File: src/rtl/booth_seq_pkg.sv
// Shared types and constants for the Booth multiplier handshake sequencer.
package booth_seq_pkg;

  localparam int W_DEF              = 8;
  localparam int CAPTURE_CYCLES_DEF = 9;

  typedef enum logic [1:0] {
    IDLE,
    LOAD,
    RUN,
    DONE
  } state_t;

  // Bit pattern of the most negative w-bit two's-complement value.
  function automatic logic [31:0] min_neg(input int w);
    return 32'd1 << (w - 1);
  endfunction

endpackage

File: src/rtl/booth_mult_sequencer.sv
// Valid/ready front-end for the sequential Booth multiplier: loads operands,
// waits out the compute latency, and holds the product in a one-entry result register.
module booth_mult_sequencer
  import booth_seq_pkg::*;
#(
  parameter int W              = W_DEF,
  parameter int CAPTURE_CYCLES = CAPTURE_CYCLES_DEF
) (
  input  logic                  clk,
  input  logic                  reset,
  input  logic                  in_valid,
  output logic                  in_ready,
  input  logic signed [W-1:0]   in_a,
  input  logic signed [W-1:0]   in_b,
  output logic                  res_valid,
  input  logic                  res_ready,
  output logic signed [2*W-1:0] res_prod,
  output logic                  res_err,
  output logic [W-1:0]          mul_a,
  output logic [W-1:0]          mul_b,
  output logic                  mul_load,
  output logic                  mul_reset,
  input  logic [2*W-1:0]        mul_out
);

  localparam logic [W-1:0] MIN_NEG  = W'(min_neg(W));
  localparam logic [3:0]   CNT_INIT = 4'(CAPTURE_CYCLES - 1);

  state_t           state, state_nxt;
  logic [3:0]       cnt;
  logic             lat_err;
  logic [2*W-1:0]   cap_prod;
  logic             cap_err;
  logic             accept, capture, res_write;

  assign in_ready = (state == IDLE);

  // NOTE: every always_comb output gets a default first so no path leaves it unassigned (no latch).
  always_comb begin
    state_nxt = state;
    accept    = 1'b0;
    capture   = 1'b0;
    res_write = 1'b0;
    case (state)
      IDLE: if (in_valid) begin
        accept    = 1'b1;
        state_nxt = LOAD;
      end
      LOAD: state_nxt = RUN;
      RUN: if (cnt == 4'd0) begin
        capture   = 1'b1;
        state_nxt = DONE;
      end
      DONE: if (!res_valid || res_ready) begin
        res_write = 1'b1;
        state_nxt = IDLE;
      end
      default: state_nxt = IDLE;
    endcase
  end

  // NOTE: sequential state uses non-blocking assignments so all registers update from pre-edge values.
  always_ff @(posedge clk or negedge reset) begin
    if (!reset) begin
      state     <= IDLE;
      cnt       <= 4'd0;
      mul_a     <= '0;
      mul_b     <= '0;
      lat_err   <= 1'b0;
      mul_load  <= 1'b0;
      mul_reset <= 1'b1;
      cap_prod  <= '0;
      cap_err   <= 1'b0;
    end else begin
      state     <= state_nxt;
      mul_load  <= accept;
      // Held high through reset so the multiplier resynchronises on the first live edge.
      mul_reset <= 1'b0;
      if (accept) begin
        mul_a   <= in_a;
        mul_b   <= in_b;
        lat_err <= (in_a == MIN_NEG);
      end
      if (state == LOAD)
        cnt <= CNT_INIT;
      else if (state == RUN && cnt != 4'd0)
        cnt <= cnt - 4'd1;
      if (capture) begin
        cap_prod <= mul_out;
        cap_err  <= lat_err;
      end
    end
  end

  // A drain and a refill on the same edge keep res_valid high with the new entry.
  always_ff @(posedge clk or negedge reset) begin
    if (!reset) begin
      res_valid <= 1'b0;
      res_prod  <= '0;
      res_err   <= 1'b0;
    end else if (res_write) begin
      res_valid <= 1'b1;
      res_prod  <= cap_prod;
      res_err   <= cap_err;
    end else if (res_ready) begin
      res_valid <= 1'b0;
    end
  end

endmodule

File: config.mk
export PLATFORM = sky130hd
export DESIGN_NAME = booth_mult_sequencer
export DESIGN_NICKNAME = d
export VERILOG_FILES = /design/src/rtl/booth_seq_pkg.sv /design/src/rtl/booth_mult_sequencer.sv
export SDC_FILE = /design/constraint.sdc
export NUM_CORES = 1
export LEC_CHECK = 0
export CAP_MARGIN = 20
export CORE_UTILIZATION = 48
export CTS_BUF_LIST = sky130_fd_sc_hd__clkbuf_4
export DETAILED_ROUTE_END_ITERATION = 16
export PLACE_DENSITY = 0.9
export RECOVER_POWER = 100
export SYNTH_ARGS = -nofsm -noshare
export SYNTH_HDL_FRONTEND = slang
export SYNTH_SLANG_ARGS = --single-unit
File: constraint.sdc
create_clock -name clk -period 2.15 [get_ports clk]
set_input_delay 0.43 -clock clk [delete_from_list [all_inputs] [get_ports clk]]
set_output_delay 0.43 -clock clk [all_outputs]
set_load 0.05 [all_outputs]
==> reports/metrics.cfg <==
[setup_path]
crit_type = register to primary output
r2r_setup_slack_ns = 0.20
cp_max_fo = 2
critPathLaunchType = register
crit_chain = dlygate4sd3_1
r2r_start = cnt[0]
worst-path-buf-inv = 1
startpoint = mul_a[6]
slowest_delay_ns = 0.89
worstPathRequired_ns = 1.72
cp-end-kind = primary output
crit_family = buffers and inverters
crit_slowest_cell = dlygate4sd3_1
critPathArrivalTime_ns = 1.62
r2r_end = state[1]
rr_worst_depth = 5

[sta]
skew_ns = 0.0100
hold_violations = 0
rsz0062_at_grt = no
setup_viol = 0
period_share_pct = 95.5
slew_headroom_pct = 5.12
fin_ws_ns = 0.0973
fmaxAchievable_ghz = 0.487
slew_violations = 0
layout_min_cycle_time_ns = 2.05
worst_pin_slew_ns = 1.42
tns_ns = 0

[yosys]
synth_area_leaders = dfrtp_1 (61%), mux2_2 (23%), ha_1 (2.6%)
ys_warn_count = 0
syn_inst = 156
ys_seq_elements = 60
ys_seq_area_share_pct = 62.4
synth_ff_type = dfrtp_1
synth-async-reset-ratio_pct = 100
yosys.area.top_type = dfrtp_1
synth_top_area_share_pct = 61.3
synthesis.nets = 197
synth_cell_types = 26
synth_edf_count = 0
syn_area_sq_mm = 0.00241
syn_avg_cell_area_sq_um = 15.4

[cts]
cts_max_level = 3
cts_root_buffer = clkbuf_4
hold_buffers = 0
cts_tree = built
clk_pin_slew_ns = 0.09
clockBufferDepth = 2
clkSinkCount = 60
post-cts-setup-buffers = 0
insertion_delay_ns = 0.37
cts-buffers-inserted = 9
post_cts_resized = 0

[placement]
globalplace.congestion = 0.690
place_hpwl_um = 3080
place_ws_ns = 0.332
port_buffers = 72

[global_routing]
grt_start_max_net_pins = 61
grt_pass1_vias = 1595
grt_pass1_wl_um = 7070
grtUsageTotal_pct = 18.5
overflow = 0
antenna_found_initial = 0

[die]
placementRows = 25
io_pins = 73
dieArea_sq_mm = 0.00530
die_w_um = 72.8
die_h_um = 72.8
core_area_sq_mm = 0.00479
start_util_pct = 50.3

[layout]
syn2layout_area_growth_pct = 34.8
nFillCells = 353
multi_input_area_sq_um = 808
nNetsFinal = 281
layout-drive-gt1-share_pct = 29.6
diodes = 0
ff_latch_area_sq_mm = 0.00150

[route]
detail_route.first_pass.iterations = 3
wirelength_um = 4280
ant_nets = 0
vias = 1545
routedWlPerCell_um = 13.8
route.detailed.drc = 0
via_per_inst = 4.98
drtIter0Drc = 34

[flow_run]
cap_violations = 0

[power]
leakage_nw = 1.46
ir_drop_mv = 1.09
power_density_mw_per_mm2 = 1660

[worst_hold_path]
hold_class = input pin to async pin

[outcome]
status = finished, final reports clean

-- how the worst max path moves through the flow --
stage | endpoint | slack, ns | cells past startpoint
2_1_floorplan | mul_b[0] | 0.12 | 5
3_3_place_gp | state[1] | 0.39 | 5
3_5_place_dp | state[1] | 0.33 | 5
4_1_cts | mul_reset | 0.02 | 1
5_1_grt | mul_a[5] | 0.04 | 1
6_report | mul_a[6] | 0.1 | 1
-- cell families after synthesis --
logic type               after synthesis  synth area share [%]
flip-flops                            60                  62.4
AO/OA/AOI/OAI                          9                  3.43
AND/OR/NAND/NOR                       17                  4.57
other                                  1                 0.156
multiplexers                          51                  24.0
adder cells (fa/ha/maj)                5                  2.60
buffers and inverters                 13                  2.81
-- cell type report --
type / count / area share [%]
sequential: 60 / 46.3
multi-input combinational: 83 / 24.9
timing repair buffer: 78 / 22.6
tap: 67 / 2.58
clock buffer: 9 / 2.08
inverter: 8 / 0.925
clock inverter: 5 / 0.655
-- Yosys cell counts, types with 2 or more instances --
cell and n:
dfrtp_1 59, mux2_2 50, inv_1 8, nand2_1 6, ha_1 5, a21oi_1 3
buf_2 2, buf_6 2, nand2b_1 2, nand3_1 2, nor4b_1 2
-- flip-flops by register name, indices dropped and copies added (netlist names) --
name / flops
mul_reset: 1
res_prod: 16
mul_b: 8
cap_prod: 16
mul_load: 1
cnt: 4
res_err: 1
cap_err: 1
res_valid: 1
state: 2
mul_a: 8
lat_err: 1
-- power breakdown --
part / switching (W) / internal [W] / total, W / leakage (nW)
Sequential: 0.000255 / 0.00165 / 0.00190 / 0.733
Clock: 0.000360 / 0.000210 / 0.000570 / 0.0539
Combinational: 0.00174 / 0.00115 / 0.00290 / 0.668
-- placed cells by master (no fill, tap or decap), types with 2 or more instances in the layout --
cell / netlist / layout
ha_1: 5 / 5
dlygate4sd3_1: 0 / 19
clkdlybuf4s50_1: 0 / 50
nand2_1: 6 / 6
nand2b_1: 2 / 2
nand3_1: 2 / 2
clkinv_1: 0 / 3
nor4b_1: 2 / 2
dfrtp_1: 59 / 59
clkbuf_2: 1 / 5
a21oi_1: 3 / 3
clkbuf_1: 0 / 3
inv_1: 8 / 8
clkbuf_4: 0 / 9
clkinv_2: 0 / 2
mux2_2: 50 / 50
-- layer usage --
layer / GRT usage (%) / wire length (um) / up-vias
li1: - / - / 720
met1: 20.6 / 1760 / 751
met2: 28.8 / 1980 / 66
met3: 9.53 / 451 / 8
met4: 10.5 / 90 / 0
met5: 0 / 0 / -
-- stage by stage --
step	util [%]	power (W)	instances	hold WS [ns]	cell area [sq um]
3_5_place_dp	67.6	0.00504	296	0.461	3240
5_1_grt	67.8	0.00568	310	0.515	3250
6_report	67.8	0.00537	310	0.454	3250
4_1_cts	69.5	0.00562	310	0.0350	3330
3_3_place_gp	67.6	0.00494	296	0.460	3240
2_1_floorplan	-	0.00403	156	0.134	2410
No activity file was read; power rests on OpenSTA's default activity.
==> RTL change (same flow settings) <==
Change the package constant `W_DEF` from 8 to 10.
--- a/src/rtl/booth_seq_pkg.sv
+++ b/src/rtl/booth_seq_pkg.sv
@@ -3,3 +3,3 @@
 
-  localparam int W_DEF              = 8;
+  localparam int W_DEF              = 10;
   localparam int CAPTURE_CYCLES_DEF = 9;
Interface: changed (6 resized); port bits go from 73 to 89. The function was not compared with the original's and may differ.
==> RTL change against the original RTL <==
Final area increased by 23%; power increased by 27%; wire length increased by 32%; worst setup slack got worse by 0.016 ns; clock skew increased by 0.0014 ns; sequential cell count increased by 12; non-clock buffer count increased by 17; area after synthesis increased by 19%.
==> RTL change: results (changes against the original RTL) <==
GRT Total Usage 20.68% (+2.1 points); arrival time at the worst endpoint 1.64 ns (+0.02 ns); DRT Pass-1 Iters 2 (-1); worst-case reg-to-reg path depth 6 (+1); clk slew on worst S/H paths 0.11 ns (+0.02 ns); RR Endpoint cap_prod[1]; met1 usage 25.31% (+4.7 points); layout cell share with drive strength beyond 1 21.45% (-8.2 points); main area contributors after synthesis dfrtp_1 (62%), mux2_2 (15%), mux2_1 (9.4%); 1st-iter DRT viols 56 (+65%); top flop regs cap_prod (20), res_prod (20); CP max stage delay 0.87 ns (-0.02 ns); routed wl met3 428 microns (-5.1%); post-synth cell types 29 (+12%); Setup Skew 0.01145 ns (+0.001419 ns); Post-Place Cells 344 (+16%); worst setup path endpoint mul_a[7]; worst hold-check path type reg2reg; post-synthesis mux area share 24.79% (+0.78 points); post-synth net total 234 (+19%); IO Port Bufs 88 (+22%); routed vias/inst 5.089 (+2.1%); most frequent cells after synthesis dfrtp_1 (71), mux2_2 (39), mux2_1 (24); worst hold slack 0.4912 ns (+0.03743 ns); met2 global-route usage 33.88% (+5.1 points); first-pass GRT wire length 9604 microns (+36%); status finished, final reports clean
[RTL change: changes by cell type in the layout (fill, tap and decap cells not counted), sizes merged, moves of 12 or more]
| cell | change |
|---|---|
| dfrtp | +12 |
| mux2 | +12 |
| dlygate4sd3 | -12 |
| clkdlybuf4s50 | +29 |
[RTL change: power by group]
group / switching, W / internal, W / leakage, nW
registers: 0.000343 / 0.00199 / 0.876
logic: 0.00216 / 0.00143 / 0.803
clock network: 0.000465 / 0.000462 / 0.0847
total: 0.00296 / 0.00389 / 1.76
[RTL change: what timing repair did]
item,4_1_cts,5_1_grt
endpoints found under the hold margin,17,0
endpoints found under the setup margin,1,0
hold buffers,1,0
setup buffers,0,0
resized for setup,1,0
[RTL change: cell type report]
class | count | area share (%)
Tap cell | 72 | 2.261
Timing Repair Buffer | 95 | 23.30
Clock inverter | 7 | 2.166
Multi-Input combinational cell | 100 | 24.77
Inverter | 6 | 0.5651
Clock buffer | 9 | 1.695
Sequential cell | 72 | 45.24
